File: config.mk
export PLATFORM = sky130hd
export DESIGN_NAME = posit_accum_to_p16_es2
export DESIGN_NICKNAME = d
export VERILOG_FILES = /design/src/rtl/posit_accum_to_p16_es2.sv
export SDC_FILE = /design/constraint.sdc
export NUM_CORES = 1
export LEC_CHECK = 0
export CORE_MARGIN = 4
export CORE_UTILIZATION = 34
export CTS_BUF_LIST = sky130_fd_sc_hd__clkbuf_8 sky130_fd_sc_hd__clkbuf_16
export DETAILED_ROUTE_END_ITERATION = 8
export PLACE_DENSITY_LB_ADDON = 0.2
export SYNTH_ARGS = -nofsm -noshare
export SYNTH_HDL_FRONTEND = slang
export SYNTH_SLANG_ARGS = --single-unit
File: constraint.sdc
create_clock -name clk -period 2.9 [get_ports clk]
set_input_delay 0.435 -clock clk [delete_from_list [all_inputs] [get_ports clk]]
set_output_delay 0.435 -clock clk [all_outputs]
set_load 0.02 [all_outputs]
File: src/rtl/posit_accum_to_p16_es2.sv
// Converts the es=2 accumulator value {sgn, scale, fraction, inf, zero} into a
// rounded, saturated posit16 (es=2). Three register stages: decode, pack, round/sign.
module posit_accum_to_p16_es2 #(
  parameter int FBITS_ACCUM = 146
) (
  input  logic                     clk,
  input  logic                     rst,
  input  logic                     in_valid,
  input  logic [FBITS_ACCUM+10:0]  in_accum,
  output logic                     out_valid,
  output logic [15:0]              out_posit,
  output logic                     out_nar,
  output logic                     out_zero
);

  // Valid semantics: no backpressure. in_valid=1 means in_accum is consumed on
  // this edge; out_valid=1 marks the single cycle its result is presented.
  // Outputs hold their previous value whenever out_valid=0.

  logic                   in_sgn, in_inf, in_zero;
  logic signed [7:0]      in_scale;
  logic [FBITS_ACCUM-1:0] in_frac;
  logic signed [6:0]      scale_c;
  logic                   force_max, force_min;

  assign in_sgn   = in_accum[FBITS_ACCUM+10];
  assign in_scale = in_accum[FBITS_ACCUM+9:FBITS_ACCUM+2];
  assign in_frac  = in_accum[FBITS_ACCUM+1:2];
  assign in_inf   = in_accum[1];
  assign in_zero  = in_accum[0];

  always_comb begin
    force_max = 1'b0;
    force_min = 1'b0;
    scale_c   = in_scale[6:0];
    if (in_scale > 8'sd56) begin
      force_max = 1'b1;
      scale_c   = 7'sd56;
    end else if (in_scale < -8'sd56) begin
      force_min = 1'b1;
      scale_c   = -7'sd56;
    end
  end

  // Stage 1: decode
  logic        s1_valid, s1_sgn, s1_inf, s1_zero, s1_fmax, s1_fmin, s1_sticky;
  logic [4:0]  s1_k;
  logic [1:0]  s1_e;
  logic [12:0] s1_frac;

  always_ff @(posedge clk or posedge rst) begin
    if (rst) begin
      s1_valid  <= 1'b0;
      s1_sgn    <= 1'b0;
      s1_inf    <= 1'b0;
      s1_zero   <= 1'b0;
      s1_fmax   <= 1'b0;
      s1_fmin   <= 1'b0;
      s1_sticky <= 1'b0;
      s1_k      <= '0;
      s1_e      <= '0;
      s1_frac   <= '0;
    end else begin
      s1_valid <= in_valid;
      if (in_valid) begin
        s1_sgn    <= in_sgn;
        s1_inf    <= in_inf;
        s1_zero   <= in_zero;
        s1_fmax   <= force_max;
        s1_fmin   <= force_min;
        s1_sticky <= |in_frac[FBITS_ACCUM-14:0];
        s1_k      <= scale_c[6:2];
        s1_e      <= scale_c[1:0];
        s1_frac   <= in_frac[FBITS_ACCUM-1 -: 13];
      end
    end
  end

  // Stage 2: left-aligned {regime, exponent, fraction}; clamped |k| keeps it inside 32 bits
  logic [31:0] packed_bits;
  logic [3:0]  shamt;

  always_comb begin
    shamt       = 4'd0;
    packed_bits = '0;
    if (!s1_k[4]) begin
      shamt       = s1_k[3:0] + 4'd1;
      packed_bits = ~(32'hFFFF_FFFF >> shamt) | ({1'b0, s1_e, s1_frac, 16'h0000} >> shamt);
    end else begin
      shamt       = ~s1_k[3:0] + 4'd1;
      packed_bits = {1'b1, s1_e, s1_frac, 16'h0000} >> shamt;
    end
  end

  logic        s2_valid, s2_sgn, s2_inf, s2_zero, s2_fmax, s2_fmin, s2_guard, s2_sticky;
  logic [14:0] s2_body;

  always_ff @(posedge clk or posedge rst) begin
    if (rst) begin
      s2_valid  <= 1'b0;
      s2_sgn    <= 1'b0;
      s2_inf    <= 1'b0;
      s2_zero   <= 1'b0;
      s2_fmax   <= 1'b0;
      s2_fmin   <= 1'b0;
      s2_guard  <= 1'b0;
      s2_sticky <= 1'b0;
      s2_body   <= '0;
    end else begin
      s2_valid <= s1_valid;
      if (s1_valid) begin
        s2_sgn    <= s1_sgn;
        s2_inf    <= s1_inf;
        s2_zero   <= s1_zero;
        s2_fmax   <= s1_fmax;
        s2_fmin   <= s1_fmin;
        s2_guard  <= packed_bits[16];
        s2_sticky <= s1_sticky | (|packed_bits[15:0]);
        s2_body   <= packed_bits[31:17];
      end
    end
  end

  // Stage 3: round-to-nearest-even, saturate away from 0 and NaR, apply sign
  logic        round_up;
  logic [15:0] rounded;
  logic [14:0] mag;
  logic [15:0] posit_nxt;
  logic        nar_nxt, zero_nxt;

  always_comb begin
    round_up  = s2_guard & (s2_body[0] | s2_sticky);
    rounded   = {1'b0, s2_body} + {15'd0, round_up};
    mag       = rounded[14:0];
    nar_nxt   = 1'b0;
    zero_nxt  = 1'b0;
    if (s2_fmax)                  mag = 15'h7FFF;
    else if (s2_fmin)             mag = 15'h0001;
    else if (rounded[15])         mag = 15'h7FFF;
    else if (rounded[14:0] == '0) mag = 15'h0001;
    posit_nxt = s2_sgn ? (16'h0000 - {1'b0, mag}) : {1'b0, mag};
    if (s2_inf) begin
      posit_nxt = 16'h8000;
      nar_nxt   = 1'b1;
    end else if (s2_zero) begin
      posit_nxt = 16'h0000;
      zero_nxt  = 1'b1;
    end
  end

  always_ff @(posedge clk or posedge rst) begin
    if (rst) begin
      out_valid <= 1'b0;
      out_posit <= 16'h0000;
      out_nar   <= 1'b0;
      out_zero  <= 1'b0;
    end else begin
      out_valid <= s2_valid;
      if (s2_valid) begin
        out_posit <= posit_nxt;
        out_nar   <= nar_nxt;
        out_zero  <= zero_nxt;
      end
    end
  end

endmodule
Yosys cells after proc, flatten, opt, wreduce, memory -nomap -nowiden
Index checks and enable logic that the tools add are counted.

Register bits: 69. Memories: 0. Bits in latches: 0. Output and inout port bits: 19. Bits in writable memories: 0. Memory bits (read-only): 0.

Equality and inequality tests: 0. $lt $le $gt $ge: 2. Multipliers: 0. Muxes and demuxes: 16. Shifts and indexed selects: 3. Reductions and logical operators: 3. Bitwise operators: 6. Divide/modulo/power cells: 0. Add/sub/neg operators: 4.

Operators by type and width (count): 133-bit OR reduction (1); 15-bit 2-to-1 mux (4); 16-bit 2-to-1 mux (3); 32-bit 2-to-1 mux (1); 32-bit inverter (1); 32-bit bitwise OR (1); 31-bit by 4-bit right shift with 32-bit output (1); 32-bit by 4-bit right shift with 32-bit output (1); 32-bit by 4-bit right shift with 32-bit output, first input constant (1); 15-bit by 1-bit adder with 16-bit output (1); 16-bit OR reduction (1); 1-bit by 15-bit subtractor with 16-bit output, first input constant (1); 15-bit logical NOT (1); 7-bit 2-to-1 mux (2); 4-bit by 1-bit adder with 4-bit output, second input constant (2); 8-bit by 7-bit > comparator with 1-bit output, second input constant (1); 8-bit by 7-bit < comparator with 1-bit output, second input constant (1); 1-bit 2-to-1 mux (6); 4-bit inverter (1); 1-bit bitwise OR (2); 1-bit bitwise AND (1).

Logic depth before layout (Yosys ltp)
Word-level depth: 12. Mapped depth: 16. Gate-level depth less buffers: 14.

Least setup slack after synthesis
Ideal clock, no wire load.

Path type: register to register. Start point: register s2_body[0]. End point: register out_posit[14]. Data required time: 2764 ps. Library setup time: 136 ps. Slack: -288 ps. Clock period less this slack: 3188 ps. Arrival time: 3052 ps. Stages on the path, launching flop included: 16. Cell sequence: dfrtp_1 -> o21a_1 -> ha_1 -> ha_1 -> buf_2 -> nand4_1 -> nor4_1 -> or3_1 -> nand4_2 -> o21a_1 -> ha_1 -> nand2_1 -> or3_1 -> o31ai_2 -> xnor2_1 -> o22ai_1.

Longest elaborated chain between the ends: 12.

RTL lines: start, declared (line 96) `logic [14:0] s2_body;`; start signal, assigned (line 119) `s2_body <= packed_bits[31:17];`; 1-bit bitwise OR (line 132) `round_up = s2_guard & (s2_body[0] | s2_sticky);`; 1-bit bitwise AND (line 132); 15-bit by 1-bit adder with 16-bit output (*) (line 133) `rounded = {1'b0, s2_body} + {15'd0, round_up};`; 15-bit logical NOT (line 140) `else if (rounded[14:0] == '0) mag = 15'h0001;`; 15-bit 2-to-1 mux (line 140); 15-bit 2-to-1 mux (*) (line 139) `else if (rounded[15]) mag = 15'h7FFF;`; 15-bit 2-to-1 mux (*) (line 138) `else if (s2_fmin) mag = 15'h0001;`; 15-bit 2-to-1 mux (*) (line 137) `if (s2_fmax) mag = 15'h7FFF;`; 1-bit by 15-bit subtractor with 16-bit output (line 141) `posit_nxt = s2_sgn ? (16'h0000 - {1'b0, mag}) : {1'b0, mag};`; 16-bit 2-to-1 mux (*) (line 141); 16-bit 2-to-1 mux (*) (line 145) `end else if (s2_zero) begin`; 16-bit 2-to-1 mux (*) (line 142) `if (s2_inf) begin`; end signal, assigned (line 160) `out_posit <= posit_nxt;`; end, declared (line 11) `output logic [15:0] out_posit,`.

Every way passes the cells marked *; elsewhere a longest branch is shown, timed or not. A chain may end at the register's enable or synchronous reset.

Worst setup path after layout
Start point: register s2_sticky. End point: register out_posit[14].

Longest elaborated chain between the ends: 12.

RTL lines: start, declared (line 95) `logic s2_valid, s2_sgn, s2_inf, s2_zero, s2_fmax, s2_fmin, s2_guard, s2_sticky;`; start signal, assigned (line 118) `s2_sticky <= s1_sticky | (|packed_bits[15:0]);`; 1-bit bitwise OR (*) (line 132); 1-bit bitwise AND (*) (line 132); 15-bit by 1-bit adder with 16-bit output (*) (line 133); 15-bit logical NOT (line 140); 15-bit 2-to-1 mux (line 140); 15-bit 2-to-1 mux (*) (line 139); 15-bit 2-to-1 mux (*) (line 138); 15-bit 2-to-1 mux (*) (line 137); 1-bit by 15-bit subtractor with 16-bit output (line 141); 16-bit 2-to-1 mux (*) (line 141); 16-bit 2-to-1 mux (*) (line 145); 16-bit 2-to-1 mux (*) (line 142).

Marked as above.

==> flow_summary.toml <==
[logic_synthesis]
synth.distinct_cells = 71
synth_area_leaders = "dfrtp_1, mux2_2, a21oi_1, nand2_1, nor4_1"
dominantRegCellSynth = "dfrtp_1"
yosysTopAreaCell = "dfrtp_1"
ys_seq_elements = 69
synth_enable_flop_cells = 0
avgSynthCellArea_um2 = 8.294
netlist_area_um2 = 5648
synth_nets = 850
syn_inst = 681
seq_area_frac_synth_pct = 30.57
ys_async_sr_fraction_pct = 100.0
yosys_warnings = 0
synthDominantCellAreaShare_pct = 30.57

[power_and_ir_drop]
seqPwrFrac_pct = 26.8
leakage_nw = 3.433
total_power_mw = 4.970
p_switching_mw = 1.890
pwr-share-comb_pct = 49.6
clkPwrFrac_pct = 23.6
intPower_mw = 3.079
powerDensity_nw_per_um2 = 577.2
irDropWorstVdd_mv = 0.3657
switching_share_pct = 38.04

[status]
run_status = "finished with violations"
failed_checks = "negative setup slack"

[critical_path]
critPathLaunchType = "flop"
cp-end-kind = "flop"
cp_cell_sequence = "o21a_1 > ha_4 > ha_4 > nand4_1 > nor4_1 > or3_1 > nand4_2 > o21a_1 > ha_4 > nand2_4 > or3_4 > o31ai_4 > xnor2_1 > o22ai_1"
cp.buffers_inverters = 0
cpLargestDelayFamily = "simple AND/OR/NAND/NOR gates"
required_ns = 3.08
rr_worst_depth = 14
cp.depth = 14
slowest_delay_ns = 0.39
critical_path_arrival_ns = 3.14
crit_top_cell = "ha_4"
crit_type = "flop to flop"
cp_max_fo = 4
crit_slowest_cell = "or3_1"

[sta]
period_share_pct = 102.0
maxSlewHeadroom_pct = 27.40
worst_pin_slew_ns = 1.089
rsz0062_at_grt = "yes"
finClkSkew_ns = 0.007560
fmax_ghz = 0.3382
min_period_ns = 2.957
final-setup-viol-count = 4
hold_viol = 0
fin_ws_ns = -0.05710
drv_slew = 0

[cts]
cts_buffers = 9
clkTransAtPathRegs_ns = 0.06
cts_root_buffer = "clkbuf_16"
cts_buffer_depth = 2
clk_latency_ns = 0.34
cts_tree = "built"
cts_hold_buffers = 0
htreeDepth = 3
cts_num_sinks = 69

[final_layout]
final_util_pct = 53.62
fin_nets = 1068
layout_common_cells = "clkdlybuf4s50_1, buf_4, dfrtp_1"
fillers = 1452
seq_area_um2 = 1728
syn_to_final_growth_pct = 52.44
multi_input_area_um2 = 3742
final_cells = 1121
drive_gt1_share_pct = 19.14
final_common_cell = "clkdlybuf4s50_1"

[global_route]
antenna_found_initial = 1
grt_use_total_pct = 21.61
grt_max_degree = 70
grt_pass1_vias = 6167
overflow = 0
grt_pass1_wl_um = 31750

[run]
drv_cap = 0

[detailed_routing]
drtAntennaViolNets = 0
vias_per_cell = 5.558
wl_per_cell_um = 18.63
vias = 6230
drtPass1Iterations = 6
drc = 0
wl_um = 20880
drtIter0Drc = 399

[floorplanning]
dieArea_um2 = 18740
fp.dieH_um = 136.9
initial_core_util_pct = 35.17
die_x_um = 136.9
core_um2 = 16060
fp-row-count = 46
io_pins = 179

[placement]
hpwl_um = 16700
place_congestion = 0.9224
io_buffer_count = 178
dpl.cell_count = 1093

[min_path]
hp-class = "flop to flop"
min_delay_path_depth = 2
==> path summary, 6_finish.rpt <==
kind / from / to / slack [ns]
min reg2reg: s1_fmax / s2_fmax / 0.49
min in group asynchronous: rst / s2_inf / 0.50
min: s1_fmax / s2_fmax / 0.49
max in group asynchronous: rst / s1_k[0] / 2.07
max reg2reg: s2_sticky / out_posit[14] / -0.06
max: s2_sticky / out_posit[14] / -0.06
==> cell families after synthesis <==
group | share of synthesized area [%]
AND/OR/NAND/NOR | 22.69
AO/OA/AOI/OAI | 22.20
buffers and inverters | 6.712
flip-flops | 30.57
multiplexers | 11.96
XOR/XNOR | 3.877
adder cells (fa/ha/maj) | 1.994
==> cells in the mapped netlist (all sizes together) (2+ instances only) <==
| master | number |
|---|---|
| o22a | 3 |
| o221ai | 2 |
| nand2 | 62 |
| o211ai | 10 |
| xor2 | 7 |
| inv | 36 |
| and2 | 5 |
| mux2 | 28 |
| o2111ai | 2 |
| buf | 18 |
| nor4b | 2 |
| nor3 | 9 |
| nand3 | 10 |
| nand3b | 3 |
| nor2b | 4 |
| nor2 | 58 |
| ha | 9 |
| o311ai | 2 |
| o31ai | 6 |
| a311oi | 4 |
| mux2i | 18 |
| a31oi | 13 |
| dfrtp | 69 |
| a21o | 2 |
| o21a | 3 |
| o41ai | 2 |
| or3 | 3 |
| nand4 | 17 |
| and3 | 11 |
| o21ai | 44 |
| a21oi | 50 |
| a21boi | 5 |
| and4 | 6 |
| a41oi | 4 |
| a211oi | 11 |
| mux4 | 8 |
| o22ai | 22 |
| nor4 | 39 |
| xnor2 | 18 |
| o21bai | 2 |
| or4 | 3 |
| nand2b | 4 |
| clkbuf | 34 |
==> per-stage QoR <==
stage | area, um^2 | worst slack, ns | hold slack, ns | setup TNS (ns)
after detailed placement | 8035 | -0.1916 | 0.4728 | -0.8682
after global routing | 8610 | -0.2113 | 0.5157 | -0.9412
final | 8610 | -0.05710 | 0.4901 | -0.08599
after floorplan | 5693 | -0.1193 | 0.3927 | -0.2048
after global placement | 8035 | -0.1257 | 0.4626 | -0.4188
after CTS | 8407 | -0.09534 | 0.4896 | -0.2622
==> power by group through the flow <==
| stage | Combinational, mW | Clock [mW] | Sequential [mW] |
|---|---|---|---|
| global placement | 2.27 | 0 | 1.33 |
| detailed placement | 2.28 | 0 | 1.34 |
| floorplan | 1.38 | 0 | 1.30 |
| global route | 2.67 | 1.25 | 1.36 |
| finish | 2.47 | 1.17 | 1.33 |
| CTS | 2.34 | 1.21 | 1.32 |
==> routing by layer <==
layer / vias to the layer above / routed length (um) / GRT usage [%]
met5: - / 0 / 0
met4: 0 / 376 / 6.652
met3: 30 / 1473 / 5.625
met2: 252 / 10560 / 36.80
met1: 2965 / 8471 / 26.84
li1: 2983 / - / -
==> flip-flops by register name, indices dropped and copies added, names as in the netlist, 2 cells and up <==
signal,cells
out_posit,16
s2_body,15
s1_frac,13
s1_k,5
s1_e,2
==> final cells by class <==
| cell class | instances | area share [%] |
|---|---|---|
| inverter | 37 | 1.628 |
| clock buffer | 9 | 2.616 |
| tap | 216 | 3.139 |
| multi-input combinational | 523 | 43.47 |
| antenna | 1 | 0.02907 |
| sequential | 69 | 20.07 |
| clock inverter | 7 | 1.061 |
| timing repair buffer | 259 | 27.99 |
==> tightest hold or removal path, delay by kind of cell (launching register included) <==
kind	cells	cell delay, ns
flip-flops	1	0.34
AND/OR/NAND/NOR	1	0.05
AO/OA/AOI/OAI	1	0.06
==> timing repair <==
item | 4_1_cts | 5_1_grt
pin swaps | 6 | 14
endpoints found under the setup margin | 8 | 14
resized for setup | 9 | 24
buffers inserted | 2 | 10
No activity file was read; power rests on OpenSTA's default activity.
